==> config.mk <==
export PLATFORM = sky130hd
export DESIGN_NAME = int_entry_seq
export DESIGN_NICKNAME = d
export VERILOG_FILES = /design/src/rtl/int_entry_seq.sv
export SDC_FILE = /design/constraint.sdc
export NUM_CORES = 1
export LEC_CHECK = 0
export CORE_MARGIN = 2
export CORE_UTILIZATION = 33
export DETAILED_ROUTE_END_ITERATION = 12
export HOLD_SLACK_MARGIN = 0.06
export MAX_ROUTING_LAYER = met4
export PLACE_DENSITY = 0.85
export SYNTH_ARGS = -nofsm -noshare
export SYNTH_HDL_FRONTEND = slang
export SYNTH_SLANG_ARGS = --single-unit
==> constraint.sdc <==
create_clock -name MCLK -period 1.8 [get_ports MCLK]
set_input_delay 0.27 -clock MCLK [delete_from_list [all_inputs] [get_ports MCLK]]
set_output_delay 0.27 -clock MCLK [all_outputs]
set_load 0.1 [all_outputs]
==> src/rtl/int_entry_seq.sv <==
// -----------------------------------------------------------------------------
// int_entry_seq
//
// CPU-side interrupt entry sequencer. At an instruction boundary it accepts a
// pending INT (when SR.GIE is set) or NMI and stalls the core with `hold`. It
// then pushes PC and SR, clears SR except the bits in SR_KEEP_MASK, fetches the
// vector word at VEC_BASE + 2*index, loads PC, and pulses INTACK so the
// InterruptUnit can clear the serviced flag. After `reset` deasserts it runs
// the reset-vector fetch (index 63, address 0xFFFE) without touching the stack.
//
// Optional feature macro: INT_LPM_WAKE_EN
//   defined   : requests are also accepted while cpu_off is set, so an enabled
//               interrupt wakes the core from low-power mode. The pushed SR
//               keeps CPUOFF, so RETI drops the core back into LPM.
//   undefined : cpu_off is ignored; acceptance only at instr_boundary.
//
// Ports
//   MCLK            system clock, rising edge
//   reset           asynchronous active-high reset
//   INT, NMI        maskable / non-maskable request pending (level)
//   IntAddrLSBs     winning vector index (63 = reset vector)
//   instr_boundary  core is at an instruction fetch boundary
//   cpu_off         SR.CPUOFF from the core
//   PC, SP, SR      current core registers
//   mem_rdata       bus read data, valid the cycle after mem_re
//   hold            stall the core pipeline
//   INTACK          one-cycle acknowledge to the InterruptUnit
//   mem_addr/mem_wdata/mem_we/mem_re   word bus master
//   sp_we/sp_next, sr_we/sr_next, pc_we/pc_next   core register updates
// -----------------------------------------------------------------------------
module int_entry_seq #(
    parameter logic [15:0] VEC_BASE     = 16'hFF80,
    parameter logic [15:0] SR_KEEP_MASK = 16'h0040
) (
    input  logic        MCLK,
    input  logic        reset,
    input  logic        INT,
    input  logic        NMI,
    input  logic [5:0]  IntAddrLSBs,
    input  logic        instr_boundary,
    input  logic        cpu_off,
    input  logic [15:0] PC,
    input  logic [15:0] SP,
    input  logic [15:0] SR,
    input  logic [15:0] mem_rdata,
    output logic        hold,
    output logic        INTACK,
    output logic [15:0] mem_addr,
    output logic [15:0] mem_wdata,
    output logic        mem_we,
    output logic        mem_re,
    output logic        sp_we,
    output logic [15:0] sp_next,
    output logic        sr_we,
    output logic [15:0] sr_next,
    output logic        pc_we,
    output logic [15:0] pc_next
);

    typedef enum logic [2:0] {
        RESET,
        IDLE,
        ACCEPT,
        PUSH_PC,
        PUSH_SR,
        CLR_SR,
        VEC_RD,
        LOAD_PC
    } state_t;

    state_t      state;
    state_t      state_next;

    logic [5:0]  vec_idx;
    logic [15:0] ret_pc;
    logic [15:0] ret_sr;

    logic        wake;
    logic        accept;
    logic [15:0] sr_snap;
    logic [15:0] sp_dec;
    logic [15:0] vec_addr;

    // Inputs that only some builds or bit positions consume.
    logic        unused_bits;
    assign unused_bits = ^{cpu_off, mem_rdata[0]};

`ifdef INT_LPM_WAKE_EN
    assign wake    = instr_boundary || cpu_off;
    // Make sure the stacked SR carries CPUOFF so RETI re-enters LPM.
    assign sr_snap = SR | {11'd0, cpu_off, 4'd0};
`else
    assign wake    = instr_boundary;
    assign sr_snap = SR;
`endif

    // NMI ignores GIE (SR[3]).
    assign accept   = wake && (NMI || (INT && SR[3]));

    // Stack grows down by one word; bit 0 is forced low so a misaligned SP
    // realigns on the first decrement.
    assign sp_dec   = (SP - 16'd2) & 16'hFFFE;
    assign vec_addr = VEC_BASE + {9'd0, vec_idx, 1'b0};

    // State register
    always_ff @(posedge MCLK or posedge reset) begin
        if (reset) begin
            state <= RESET;
        end else begin
            state <= state_next;
        end
    end

    // Latched request context; frozen once ACCEPT has been passed so request
    // changes mid-sequence have no effect.
    always_ff @(posedge MCLK or posedge reset) begin
        if (reset) begin
            vec_idx <= 6'd0;
            ret_pc  <= 16'd0;
            ret_sr  <= 16'd0;
        end else begin
            case (state)
                RESET: begin
                    vec_idx <= 6'd63;
                end
                ACCEPT: begin
                    vec_idx <= IntAddrLSBs;
                    ret_pc  <= PC;
                    ret_sr  <= sr_snap;
                end
                default: begin
                end
            endcase
        end
    end

    // Next state and outputs
    always_comb begin
        state_next = state;
        hold       = 1'b1;
        INTACK     = 1'b0;
        mem_addr   = 16'd0;
        mem_wdata  = 16'd0;
        mem_we     = 1'b0;
        mem_re     = 1'b0;
        sp_we      = 1'b0;
        sp_next    = 16'd0;
        sr_we      = 1'b0;
        sr_next    = 16'd0;
        pc_we      = 1'b0;
        pc_next    = 16'd0;

        case (state)
            RESET: begin
                // The SR clear belongs to the first cycle after reset falls;
                // while reset is still high every strobe stays low.
                sr_we      = !reset;
                state_next = VEC_RD;
            end
            IDLE: begin
                hold = 1'b0;
                if (accept) begin
                    state_next = ACCEPT;
                end
            end
            ACCEPT: begin
                sp_we      = 1'b1;
                sp_next    = sp_dec;
                state_next = PUSH_PC;
            end
            PUSH_PC: begin
                mem_we     = 1'b1;
                mem_addr   = SP;
                mem_wdata  = ret_pc;
                sp_we      = 1'b1;
                sp_next    = sp_dec;
                state_next = PUSH_SR;
            end
            PUSH_SR: begin
                mem_we     = 1'b1;
                mem_addr   = SP;
                mem_wdata  = ret_sr;
                state_next = CLR_SR;
            end
            CLR_SR: begin
                sr_we      = 1'b1;
                sr_next    = ret_sr & SR_KEEP_MASK;
                state_next = VEC_RD;
            end
            VEC_RD: begin
                mem_re     = 1'b1;
                mem_addr   = vec_addr;
                state_next = LOAD_PC;
            end
            LOAD_PC: begin
                pc_we      = 1'b1;
                pc_next    = {mem_rdata[15:1], 1'b0};
                INTACK     = 1'b1;
                state_next = IDLE;
            end
        endcase
    end

endmodule
==> results_dict.tcl <==
set metrics [dict create \
    drive_above_1_share 0.648 \
    final_cells 568 \
    clkSinkCount 41 \
    drv_cap 0 \
    hold_ws_ns 0.306 \
    maxSlewHeadroom 0.669 \
    post-route-min-period_ns 2.23 \
    critPathRequiredTime_ns 1.53 \
    syn_area_sq_mm 0.00256 \
    port_buffers 143 \
    numCtsBuffers 5 \
    h-tree-depth 2 \
    layout_commonest_cell "buf_12" \
    core.rowCount 32 \
    yosysTopAreaCell "dfrtp_1" \
    vias_per_cell 5.28 \
    end_kind "primary output" \
    worst_pin_slew_ns 0.492 \
    rsz0062_at_grt "true" \
    root_buffer "clkbuf_8" \
    cp_max_fo 4 \
    slew_viol_final 0 \
    violations "setup timing" \
    hpwl_mm 7.35 \
    synth_top_area_share 0.401 \
    core_sq_mm 0.00761 \
    start_kind "input port" \
    syn2layout_area_growth_pct 148 \
    drt_first_pass_iters 4 \
    place_ws_ns -0.818 \
    antenna_found_initial 0 \
    clk_pin_slew_ns 0.08 \
    drc 0 \
    fp.dieW_um 92.1 \
    clk-insertion-delay-late_ns 0.30 \
    yosysSeqAreaShare 0.401 \
    gp_congestion 0.843 \
    wl_per_cell_um 21.9 \
    worst-setup-path-type "input port to primary output" \
    grt_usage 0.292 \
    die_h_um 92.1 \
    dp.cells 519 \
    avgSynthCellArea_sq_um 9.97 \
    final_cell_mix "buf_12, clkdlybuf4s50_1, dfrtp_1, buf_4, mux2_2" \
    syn_inst 257 \
    ys_top_cells_by_area "dfrtp_1, mux2_2, a22o_1" \
    cts_hold_buf 0 \
    setup_viol 65 \
    final_antenna_net_count 0 \
    n_antenna_cell 0 \
    die_area_sq_mm 0.00848 \
    wl_mm 12.4 \
    cts_tree "yes" \
    start_util 0.337 \
    cts_buffer_depth 2 \
    fmax_mhz 447 \
    cp.arrival_ns 1.96 \
    hp-class "input port to async pin" \
    num_vias 3000 \
    outcome "complete, but fails checks" \
    boundaryPins 163 \
    grt_pass1_wl_mm 18.4 \
    grt_pass1_vias 3324 \
    fin_worst_skew_ns 0.00290 \
    synth_cell_types 39 \
    synth_seq_cells 41 \
    synth.yosys.warnings 0 \
    drtIter0Drc 99 \
    timing.final.ws_setup_ns -0.435 \
    final_nets 542 \
    grt_overflow 0 \
    grt_max_degree 33 \
    final_hold_viol_count 0 \
    post-route-period-util 1.24 \
]
## per-layer routing
metal  global-route usage  routed length (um)
met4                0.136                 737
met3               0.0583                 755
met5                    -                   0
met2                0.551                6740
met1                0.286                4190
## final timing paths
| check | depth (start not counted) | endpoint | slack (ns) | from |
|---|---|---|---|---|
| setup / recovery | 5 | sp_next[14] | -0.43 | SP[11] |
| setup reg to reg | 7 | ret_sr[6] | 0.09 | state[1] |
| min in group MCLK | 2 | vec_idx[5] | 0.51 | vec_idx[5] |
| max in group asynchronous | 3 | state[0] | 1.01 | reset |
| hold / removal | 2 | ret_pc[3] | 0.31 | reset |
| hold reg to reg | 2 | vec_idx[5] | 0.51 | vec_idx[5] |
## through the flow
stage / utilization / TNS, ns / area (sq um)
after detailed placement: 0.721 / -8.03 / 5490
final: 0.834 / -12.77 / 6340
after floorplan: - / -5.36 / 3220
after global routing: 0.834 / -16.08 / 6340
after global placement: 0.721 / -7.51 / 5490
after CTS: 0.818 / -11.33 / 6220
## state kept, by name, indices dropped and copies added, names as in the netlist
signal,flops
ret_pc,16
ret_sr,16
state,3
vec_idx,6
## kinds of logic (layout without fill, tap and decap cells)
kind of cell | count (synthesis) | in the layout | synth area share
and+or+nand+nor | 73 | 77 | 0.163
muxes | 35 | 35 | 0.152
AOI/OAI and AO/OA | 61 | 61 | 0.170
xor gates and xnor gates | 3 | 3 | 0.0103
DFF | 41 | 41 | 0.401
buffers and inverters | 42 | 231 | 0.0972
other | 1 | 17 | 0.00146
adders and majority gates | 1 | 1 | 0.00488
## worst max-delay path, cell delays in order
cell and delay, ns:
buf_6 0.10, or4_4 0.59, nor4b_4 0.43, mux2i_4 0.36, buf_12 0.21
## Yosys cell counts (all sizes together)
master  instances
dfrtp          41
mux2           32
buf            28
a22o           22
and2           16
nor2           15
a21o           12
a21oi          11
nand2          11
o21ai           9
clkbuf          8
o31ai           6
or4             6
inv             5
or3             5
nand2b          4
mux2i           3
nor3b           3
or2             3
xnor2           3
nor3            2
nor4            2
or3b            2
and3            1
and3b           1
clkinv          1
conb            1
ha              1
nand4           1
nor4b           1
o211ai          1
## area by class of cell
| class | instances | area (sq um) |
|---|---|---|
| inverters | 6 | 46.3 |
| well taps | 102 | 128 |
| repair buffers | 217 | 2950 |
| multi-input cells | 194 | 2080 |
| fillers | 374 | 1270 |
| flip-flops and latches | 41 | 1030 |
| clock inverters | 2 | 38.8 |
| clock buffers | 6 | 72.6 |
## what timing repair did
item / in CTS / in global routing
pin swaps: 39 / 37
endpoints found under the setup margin: 69 / 70
cloned: 9 / 1
resized for setup: 117 / 29
setup buffers: 24 / 11
Power is left out: the tool's default activity adds up to more than one toggle a clock period on the data nets, which glitch-free logic cannot reach.
